[src/rtl/vwb_if.sv]
// Execution-stage / load-return to writeback bundle for the vwb lane writeback unit.
// master = producers (execution stage, load unit), slave = vwb.
interface vwb_if #(
    parameter int DATA_WIDTH = 64
);
    logic                  ex_write_back_enable;
    logic [4:0]            ex_destination;
    logic [DATA_WIDTH-1:0] ex_result;
    logic                  ex_masked_write_back;
    logic [2:0]            ex_sew;
    logic [DATA_WIDTH-1:0] ex_operand_3;
    logic                  wait_load_signal;
    logic [4:0]            load_destination;
    logic                  ld_valid;
    logic [DATA_WIDTH-1:0] ld_data;
    logic                  ex_stall;
    logic                  rf_we;
    logic [4:0]            rf_waddr;
    logic [DATA_WIDTH-1:0] rf_wdata;
    logic [2:0]            rf_wsew;
    logic                  load_pending;
    logic                  err_protocol;

    modport master (
        output ex_write_back_enable, ex_destination, ex_result, ex_masked_write_back,
               ex_sew, ex_operand_3, wait_load_signal, load_destination, ld_valid, ld_data,
        input  ex_stall, rf_we, rf_waddr, rf_wdata, rf_wsew, load_pending, err_protocol
    );

    modport slave (
        input  ex_write_back_enable, ex_destination, ex_result, ex_masked_write_back,
               ex_sew, ex_operand_3, wait_load_signal, load_destination, ld_valid, ld_data,
        output ex_stall, rf_we, rf_waddr, rf_wdata, rf_wsew, load_pending, err_protocol
    );
endinterface

[src/rtl/vwb.sv]
// Vector-lane writeback: ALU-result FIFO, load tracker, WAW-ordered arbitration onto the RF write port.
// Define VWB_BYPASS_EN to let results skip the FIFO when nothing is queued or blocking.
module vwb #(
    parameter int DATA_WIDTH = 64,
    parameter int FIFO_DEPTH = 4
) (
    input logic   clk,
    input logic   rst,
    vwb_if.slave  bus
);
    localparam int PTR_W = (FIFO_DEPTH > 1) ? $clog2(FIFO_DEPTH) : 1;
    localparam logic [PTR_W:0] FULL_CNT  = (PTR_W + 1)'(FIFO_DEPTH);
    localparam logic [PTR_W:0] STALL_CNT = (PTR_W + 1)'(FIFO_DEPTH - 1);

    typedef enum logic {IDLE, PENDING} state_t;

    typedef struct packed {
        logic [4:0]            dest;
        logic [DATA_WIDTH-1:0] data;
        logic [2:0]            sew;
    } entry_t;

    entry_t           mem [FIFO_DEPTH];
    logic [PTR_W-1:0] rd_ptr;
    logic [PTR_W-1:0] wr_ptr;
    logic [PTR_W:0]   count;
    state_t           state;
    logic [4:0]       pend_dest;

    entry_t incoming;
    entry_t head;
    logic   fifo_empty;
    logic   fifo_full;
    logic   load_write;
    logic   head_block;
    logic   pop;
    logic   bypass;
    logic   push;
    logic   drop;

    always_comb begin
        incoming.dest = bus.ex_destination;
        incoming.data = bus.ex_masked_write_back ? bus.ex_operand_3 : bus.ex_result;
        incoming.sew  = bus.ex_sew;
    end

    assign head       = mem[rd_ptr];
    assign fifo_empty = (count == '0);
    assign fifo_full  = (count == FULL_CNT);
    assign load_write = (state == PENDING) && bus.ld_valid;
    // Younger results to the pending load's register must wait for the load to land.
    assign head_block = (state == PENDING) && (head.dest == pend_dest);
    assign pop        = !load_write && !fifo_empty && !head_block;

`ifdef VWB_BYPASS_EN
    logic in_block;
    assign in_block = (state == PENDING) && (incoming.dest == pend_dest);
    assign bypass   = bus.ex_write_back_enable && fifo_empty && !load_write && !in_block;
`else
    assign bypass   = 1'b0;
`endif

    // A pop on a full FIFO frees the slot the same cycle, so the push is accepted.
    assign push = bus.ex_write_back_enable && !bypass && (!fifo_full || pop);
    assign drop = bus.ex_write_back_enable && !bypass && fifo_full && !pop;

    assign bus.ex_stall = (count >= STALL_CNT);

    always_ff @(posedge clk) begin
        if (push) begin
            mem[wr_ptr] <= incoming;
        end
    end

    always_ff @(posedge clk) begin
        if (rst) begin
            rd_ptr <= '0;
            wr_ptr <= '0;
            count  <= '0;
        end else begin
            if (pop)  rd_ptr <= rd_ptr + 1'b1;
            if (push) wr_ptr <= wr_ptr + 1'b1;
            case ({push, pop})
                2'b10:   count <= count + 1'b1;
                2'b01:   count <= count - 1'b1;
                default: count <= count;
            endcase
        end
    end

    always_ff @(posedge clk) begin
        if (rst) begin
            state            <= IDLE;
            pend_dest        <= '0;
            bus.load_pending <= 1'b0;
            bus.err_protocol <= 1'b0;
            bus.rf_we        <= 1'b0;
            bus.rf_waddr     <= '0;
            bus.rf_wdata     <= '0;
            bus.rf_wsew      <= '0;
        end else begin
            bus.rf_we <= load_write || pop || bypass;
            if (load_write) begin
                bus.rf_waddr <= pend_dest;
                bus.rf_wdata <= bus.ld_data;
                bus.rf_wsew  <= 3'd3;
            end else if (pop) begin
                bus.rf_waddr <= head.dest;
                bus.rf_wdata <= head.data;
                bus.rf_wsew  <= head.sew;
            end else if (bypass) begin
                bus.rf_waddr <= incoming.dest;
                bus.rf_wdata <= incoming.data;
                bus.rf_wsew  <= incoming.sew;
            end

            unique case (state)
                IDLE: begin
                    if (bus.wait_load_signal) begin
                        state            <= PENDING;
                        pend_dest        <= bus.load_destination;
                        bus.load_pending <= 1'b1;
                    end
                end
                PENDING: begin
                    if (bus.ld_valid) begin
                        if (bus.wait_load_signal) begin
                            pend_dest <= bus.load_destination;
                        end else begin
                            state            <= IDLE;
                            bus.load_pending <= 1'b0;
                        end
                    end
                end
            endcase

            if (drop
                || ((state == IDLE) && bus.ld_valid)
                || ((state == PENDING) && bus.wait_load_signal && !bus.ld_valid)) begin
                bus.err_protocol <= 1'b1;
            end
        end
    end
endmodule

[src/flat_wrapper.sv]
// flat-port wrapper written by rule: the top's interface ports become plain ports
module vwb_flat 
#(
    parameter int DATA_WIDTH = 64,
    parameter int FIFO_DEPTH = 4
)
  (clk, rst, bus_ex_write_back_enable, bus_ex_destination, bus_ex_result, bus_ex_masked_write_back, bus_ex_sew, bus_ex_operand_3, bus_wait_load_signal, bus_load_destination, bus_ld_valid, bus_ld_data, bus_ex_stall, bus_rf_we, bus_rf_waddr, bus_rf_wdata, bus_rf_wsew, bus_load_pending, bus_err_protocol);
  vwb_if #(.DATA_WIDTH(DATA_WIDTH)) bus_i ();
  input logic clk;
  input logic rst;
  input wire logic [$bits(bus_i.ex_write_back_enable)-1:0] bus_ex_write_back_enable;
  input wire logic [$bits(bus_i.ex_destination)-1:0] bus_ex_destination;
  input wire logic [$bits(bus_i.ex_result)-1:0] bus_ex_result;
  input wire logic [$bits(bus_i.ex_masked_write_back)-1:0] bus_ex_masked_write_back;
  input wire logic [$bits(bus_i.ex_sew)-1:0] bus_ex_sew;
  input wire logic [$bits(bus_i.ex_operand_3)-1:0] bus_ex_operand_3;
  input wire logic [$bits(bus_i.wait_load_signal)-1:0] bus_wait_load_signal;
  input wire logic [$bits(bus_i.load_destination)-1:0] bus_load_destination;
  input wire logic [$bits(bus_i.ld_valid)-1:0] bus_ld_valid;
  input wire logic [$bits(bus_i.ld_data)-1:0] bus_ld_data;
  output wire logic [$bits(bus_i.ex_stall)-1:0] bus_ex_stall;
  output wire logic [$bits(bus_i.rf_we)-1:0] bus_rf_we;
  output wire logic [$bits(bus_i.rf_waddr)-1:0] bus_rf_waddr;
  output wire logic [$bits(bus_i.rf_wdata)-1:0] bus_rf_wdata;
  output wire logic [$bits(bus_i.rf_wsew)-1:0] bus_rf_wsew;
  output wire logic [$bits(bus_i.load_pending)-1:0] bus_load_pending;
  output wire logic [$bits(bus_i.err_protocol)-1:0] bus_err_protocol;
  assign bus_i.ex_write_back_enable = bus_ex_write_back_enable;
  assign bus_i.ex_destination = bus_ex_destination;
  assign bus_i.ex_result = bus_ex_result;
  assign bus_i.ex_masked_write_back = bus_ex_masked_write_back;
  assign bus_i.ex_sew = bus_ex_sew;
  assign bus_i.ex_operand_3 = bus_ex_operand_3;
  assign bus_i.wait_load_signal = bus_wait_load_signal;
  assign bus_i.load_destination = bus_load_destination;
  assign bus_i.ld_valid = bus_ld_valid;
  assign bus_i.ld_data = bus_ld_data;
  assign bus_ex_stall = bus_i.ex_stall;
  assign bus_rf_we = bus_i.rf_we;
  assign bus_rf_waddr = bus_i.rf_waddr;
  assign bus_rf_wdata = bus_i.rf_wdata;
  assign bus_rf_wsew = bus_i.rf_wsew;
  assign bus_load_pending = bus_i.load_pending;
  assign bus_err_protocol = bus_i.err_protocol;
  vwb #(.DATA_WIDTH(DATA_WIDTH), .FIFO_DEPTH(FIFO_DEPTH)) u_core (.clk(clk), .rst(rst), .bus(bus_i));
endmodule
[config.mk]
export PLATFORM = sky130hd
export DESIGN_NAME = vwb_flat
export DESIGN_NICKNAME = d
export VERILOG_FILES = /design/src/rtl/vwb_if.sv /design/src/rtl/vwb.sv /design/src/flat_wrapper.sv
export SDC_FILE = /design/constraint.sdc
export NUM_CORES = 1
export LEC_CHECK = 0
export CORE_AREA = 2 2 225 249
export CTS_CLUSTER_SIZE = 12
export DETAILED_ROUTE_END_ITERATION = 8
export DIE_AREA = 0 0 227 251
export GPL_TIMING_DRIVEN = 0
export PLACE_DENSITY_LB_ADDON = 0.08
export SLEW_MARGIN = 25
export SYNTH_ARGS = -nofsm -noshare
export SYNTH_HDL_FRONTEND = slang
export SYNTH_SLANG_ARGS = --single-unit
[constraint.sdc]
create_clock -name clk -period 6.9 [get_ports clk]
set_input_delay 1.38 -clock clk [delete_from_list [all_inputs] [get_ports clk]]
set_output_delay 1.38 -clock clk [all_outputs]
set_load 0.02 [all_outputs]
==> flow_metrics.tcl, run 1 <==
set metrics [dict create \
    outcome "finished clean" \
    avgViaCountPerCell 4.53 \
    multi_input_area_um2 5290 \
    cts_htree_levels 2 \
    cts_tree "yes" \
    min_period_ns 4.09 \
    num_vias 9621 \
    die_w_um 227 \
    seqPwrFrac_pct 38.0 \
    cp_max_fo 10 \
    p_leak_nw 7.43 \
    drt.antenna.violating_nets 0 \
    fp.dieH_um 251 \
    fp.dieArea_um2 57000 \
    p_sw_share_pct 29.2 \
    top_usage_layer "met2" \
    firstDrtPassIters 4 \
    grt_pass1_vias 10300 \
    relSlewSlack_pct 33.4 \
    wirelength_um 45000 \
    tns_ns 0 \
    grtUsageMet2_pct 28.1 \
    syn_inst 1015 \
    antenna_found_initial 1 \
    grt_use_met1_pct 20.0 \
    rrSetupSlack_ns 3.08 \
    hp-class "flip-flop to flip-flop" \
    worstSetupEndpointType "flip-flop" \
    crit_start "bus_ld_valid" \
    mostFrequentLayoutCell "edfxtp_1" \
    drv_cap 0 \
    use_met3_pct 2.31 \
    worst_pin_slew_ns 0.999 \
    cts-root-buf "clkbuf_16" \
    synth_cell_types 37 \
    drt-initial-drc-count 484 \
    nets 1570 \
    reg2reg_depth 11 \
    endpoint "u_core.count[2]$_SDFFE_PP0P_" \
    syn_area_um2 16100 \
    pwr-share-comb_pct 33.7 \
    hold_viol_final 0 \
    grt_max_degree 36 \
    finalCritPeriodShare_pct 59.3 \
    max-vdd-ir-drop_mv 0.148 \
    gp_congestion 0.688 \
    postCtsSetupBuffers 0 \
    drc 0 \
    clk_latency_ns 0.57 \
    yosys_warnings 0 \
    area_delta_synth_final_pct 32.8 \
    std_cell_rows 90 \
    rsz0062_at_grt "false" \
    pwr-share-clk_pct 28.3 \
    hp-start "u_core.bus.rf_wsew[2]$_SDFFE_PP0P_" \
    grt.overflow.total 0 \
    syn_avg_cell_area_um2 15.9 \
    nFillCells 5202 \
    fin_skew_ns 0.0220 \
    netSwitchingPower_mw 2.24 \
    ys_async_sr_fraction_pct 0 \
    cts_hold_buf 0 \
    drive_gt1_share_pct 21.4 \
    track_usage_pct 15.9 \
    postCtsResizedCells 0 \
    wl_per_cell_um 21.2 \
    regArea_um2 10500 \
    core_um2 54500 \
    fmax_ghz 0.245 \
    p_int_mw 5.44 \
    grt_pass1_wl_um 65900 \
    port_buffers 284 \
    initial_utilization_pct 29.6 \
    yosysSeqAreaShare_pct 64.7 \
    cp-start-kind "primary input" \
    synth-seq-cells 378 \
    rr_endpoint "u_core.count[2]$_SDFFE_PP0P_" \
    crit_type "primary input to flip-flop" \
    p_per_area_nw_per_um2 358 \
    dp_hpwl_um 30400 \
    ios 287 \
    path_clk_slew_ns 0.06 \
    cts_buffers 43 \
    syn-num-nets 1233 \
    finalSetupViolCount 0 \
    layout_common_cells "edfxtp_1 (288), clkdlybuf4s50_1 (284), nand2_1 (145)" \
    cts.path.max_buffers 3 \
    cts_sinks 378 \
    synth_edf_count 288 \
    crit_arrival_ns 4.57 \
    power_mw 7.68 \
    slew_viol_final 0 \
    synth_ff_type "edfxtp_1" \
    cp.required_ns 7.38 \
]
## synth_stat cells (2+ instances only)
| master | n | area [um^2] |
|---|---|---|
| a21oi_1 | 73 | 365 |
| and2_1 | 6 | 37.5 |
| buf_1 | 7 | 26.3 |
| buf_12 | 8 | 160 |
| buf_2 | 3 | 15.0 |
| clkbuf_1 | 45 | 169 |
| dfxtp_1 | 90 | 1800 |
| edfxtp_1 | 288 | 8650 |
| ha_1 | 6 | 75.1 |
| inv_1 | 8 | 30.0 |
| mux2_2 | 69 | 777 |
| mux2_4 | 68 | 1020 |
| mux2i_1 | 9 | 90.1 |
| mux4_2 | 72 | 1620 |
| nand2_1 | 145 | 544 |
| nand2b_1 | 4 | 25.0 |
| nor2_1 | 17 | 63.8 |
| nor2b_1 | 71 | 444 |
| o21bai_1 | 2 | 15.0 |
| xor2_1 | 7 | 61.3 |
## worst min path at each step
stage | slack [ns] | to | cells past startpoint
3_3_place_gp | 0.45 | u_core.bus.rf_wsew[2]$_SDFFE_PP0P_ | 2
2_1_floorplan | 0.48 | u_core.count[2]$_SDFFE_PP0P_ | 2
4_1_cts | 0.46 | u_core.bus.rf_wsew[2]$_SDFFE_PP0P_ | 2
6_report | 0.46 | u_core.bus.rf_wsew[2]$_SDFFE_PP0P_ | 2
3_5_place_dp | 0.46 | u_core.bus.rf_wsew[2]$_SDFFE_PP0P_ | 2
5_1_grt | 0.49 | u_core.bus.rf_wsew[2]$_SDFFE_PP0P_ | 2
## worst max-delay path, cell delays in order
cell and delay (ns):
clkdlybuf4s50_1 0.49, and2_1 0.21, clkbuf_1 0.43, a211oi_2 0.71
ha_1 0.31, inv_1 0.06, fa_1 0.37, xor2_1 0.16
or3_1 0.30, a21oi_1 0.14
## cells by family after synthesis
| group | count (synthesis) | share of synthesized area, % |
|---|---|---|
| DFF | 378 | 64.7 |
| and+or+nand+nor | 249 | 7.24 |
| muxes | 218 | 21.7 |
| AOI/OAI and AO/OA | 84 | 2.77 |
| buffers and inverters | 72 | 2.55 |
| xor gates and xnor gates | 7 | 0.380 |
| adders and majority gates | 7 | 0.589 |
## area by class of cell
type                            instances  area share [%]
Sequential cell                       378            48.8
Antenna cell                            2          0.0233
Timing Repair Buffer                  292            14.1
Inverter                                8           0.140
Clock inverter                         14           0.432
Multi-Input combinational cell        565            24.7
Tap cell                              736            4.30
Clock buffer                           65            5.75
Buffer                                 64            1.80
## power by group through the flow
| stage | combinational [mW] | clock [mW] | sequential (mW) |
|---|---|---|---|
| 2_1_floorplan | 1.43 | 0 | 3.20 |
| 3_3_place_gp | 2.62 | 0 | 2.98 |
| 3_5_place_dp | 2.64 | 0 | 2.97 |
| 4_1_cts | 2.66 | 2.24 | 2.93 |
| 5_1_grt | 2.77 | 2.33 | 2.95 |
| 6_report | 2.59 | 2.17 | 2.92 |
## state kept, by name, indices dropped and copies added (netlist names), 2 cells and up, named ones only
register,flops
u_core.bus.rf_waddr,5
u_core.bus.rf_wdata,64
u_core.bus.rf_wsew,3
u_core.count,3
u_core.mem,288
u_core.pend_dest,5
u_core.rd_ptr,2
u_core.wr_ptr,2
## stage by stage
stage	cell area (um^2)	setup WS [ns]	hold slack, ns	instances	utilization (%)
after floorplan	16100	2.75	0.479	1015	-
final	21400	2.81	0.461	2124	39.3
after global placement	19900	0.138	0.446	2035	36.5
after CTS	21400	2.84	0.464	2122	39.3
after global routing	21400	2.74	0.489	2122	39.3
after detailed placement	20100	2.26	0.457	2043	36.9
## metal layers
layer / part of all wire (%) / vias to the layer above
met5: 0 / -
met2: 51 / 226
met3: 4.2 / 60
met4: 2.1 / 0
met1: 43 / 4879
li1: - / 4456
No activity file was read; power rests on OpenSTA's default activity.
==> run 2, diff against run 1 <==
- clock period: 6.9 -> 3.7 ns (I/O delays scaled with it)
==> run 2 against run 1 <==
Compared with the run above:
- power increased by 88%
- clock-buffer cell count decreased by 4
- global-route usage decreased by 0.10 points
- non-clock buffer count decreased by 1
- clock skew decreased by 0.0092 ns
- design area increased by 0.35%
- critical path type is now flip-flop to flip-flop
- highest routed layer is now met5
==> flow_metrics.tcl, run 2 (same netlist as run 1, synthesis figures left out) <==
set metrics [dict create \
    outcome "finished clean" \
    cp-start-kind "flip-flop" \
    avgViaCountPerCell 4.49 \
    drive_gt1_share_pct 21.9 \
    drt.antenna.violating_nets 0 \
    area_delta_synth_final_pct 33.2 \
    cts_htree_levels 2 \
    rr_endpoint "u_core.count[2]$_SDFFE_PP0P_" \
    grt_max_degree 37 \
    grt_pass1_wl_um 65600 \
    relSlewSlack_pct 37.8 \
    cts_sinks 378 \
    cp.required_ns 4.19 \
    gp_congestion 0.697 \
    largest_register "u_core.mem" \
    setup_ws_ns 0.252 \
    fin_cells 2122 \
    cts_buffers 43 \
    hold_viol_final 0 \
    grtUsageMet2_pct 26.5 \
    min_period_ns 3.45 \
    grt_use_met1_pct 20.9 \
    max-vdd-ir-drop_mv 0.283 \
    crit_arrival_ns 3.94 \
    top_regs "u_core.mem x288, u_core.bus.rf_wdata x64" \
    layout_common_cells "edfxtp_1 (288), clkdlybuf4s50_1 (284), nand2_1 (145)" \
    mostFrequentLayoutCell "edfxtp_1" \
    die_w_um 227 \
    finalCritPeriodShare_pct 93.2 \
    wl_per_cell_um 21.3 \
    drc 0 \
    fin_skew_ns 0.0128 \
    postCtsSetupBuffers 0 \
    grt.overflow.total 0 \
    num_vias 9526 \
    pre_cts_ws_ns -0.207 \
    core_um2 54500 \
    port_buffers 284 \
    whs_endpoint "u_core.bus.rf_wsew[0]$_SDFFE_PP0P_" \
    antenna_found_initial 2 \
    largest_register_ffs 288 \
    cp_max_fo 9 \
    top_usage_layer "met2" \
    use_met3_pct 3.09 \
    worst_pin_slew_ns 0.933 \
    hp-start "u_core.bus.rf_wsew[0]$_SDFFE_PP0P_" \
    reg2reg_depth 12 \
    drv_cap 0 \
    grt_pass1_vias 10100 \
    nets 1569 \
    ios 287 \
    slew_viol_final 0 \
    path_clk_slew_ns 0.06 \
    wirelength_um 45200 \
    fp.dieArea_um2 57000 \
    initial_utilization_pct 29.6 \
    rsz0062_at_grt "false" \
    worstSetupEndpointType "flip-flop" \
    hp-class "flip-flop to flip-flop" \
    std_cell_rows 90 \
    firstDrtPassIters 4 \
    dp.cells 2043 \
    clk_latency_ns 0.56 \
    finalSetupViolCount 0 \
    cts-root-buf "clkbuf_16" \
    cts_hold_buf 0 \
    p_per_area_nw_per_um2 673 \
    p_leak_nw 7.46 \
    crit_type "flip-flop to flip-flop" \
    nFillCells 5178 \
    cts.path.max_buffers 3 \
    cts_tree "yes" \
    whs_path_depth 2 \
    drt-initial-drc-count 484 \
    dp_hpwl_um 30300 \
    track_usage_pct 15.8 \
    tns_ns 0 \
    final_core_util_pct 39.5 \
    fmax_ghz 0.290 \
    fp.dieH_um 251 \
    rrSetupSlack_ns 0.25 \
]
run 2: cell count changes in the layout (fill, tap and decap cells not counted), moves of 2 or more:
cell and change:
clkinv_1 +5, clkbuf_1 -9, clkinv_2 -3, clkbuf_8 +3, clkinvlp_4 +2
run 2: worst max-delay path by stage:
stage                                        end  slack, ns
finish              u_core.count[2]$_SDFFE_PP0P_       0.25
global route        u_core.count[2]$_SDFFE_PP0P_       0.03
CTS                 u_core.count[2]$_SDFFE_PP0P_       0.04
detailed placement  u_core.count[2]$_SDFFE_PP0P_      -0.21
global placement     u_core.mem[0][23]$_DFFE_PP_      -1.09
floorplan             u_core.mem[0][0]$_DFFE_PP_       0.60
run 2: critical path, stage by stage, from the launching register on:
cell     delay (ns)
dfxtp_1        0.32
buf_6          0.17
mux4_2         0.57
xor2_1         0.22
nor4_4         0.54
a31oi_4        0.22
inv_1          0.11
ha_1           0.18
inv_1          0.06
fa_1           0.37
xor2_1         0.16
or3_1          0.31
a21oi_1        0.14
run 2: what timing repair did:
| action | in CTS | in global routing |
|---|---|---|
| cloned | 0 | 0 |
| pin swaps | 0 | 2 |
| resized for setup | 1 | 3 |
| hold endpoints to repair | 0 | 0 |
| endpoints found under the setup margin | 1 | 1 |
run 2: area by class of cell:
class	instances	area (um^2)	area share, %
antenna	1	2.50	0.0116
inverter	8	30.0	0.140
clock buffer	61	1250	5.80
clock inverter	18	133	0.617
buffer	63	385	1.79
multi-input combinational	565	5310	24.7
timing repair buffer	292	3030	14.1
sequential	378	10500	48.6
tap	736	921	4.28
run 2: routing by layer:
metal | vias up | part of all wire, %
met5 | - | 0.049
met2 | 191 | 49
met3 | 56 | 4.0
li1 | 4463 | -
met4 | 4 | 1.7
met1 | 4812 | 45
run 2: stage by stage:
stage	cell area [um^2]	total power, mW	hold slack [ns]
CTS	21500	14.7	0.483
floorplan	16100	8.61	0.479
finish	21500	14.5	0.478
detailed placement	20100	10.5	0.477
global route	21500	15.2	0.496
global placement	19900	10.4	0.468
run 2: report_power, final:
group / switching [mW] / internal [mW]
clock: 1.72 / 2.48
sequential: 0.267 / 5.20
combinational: 2.24 / 2.58
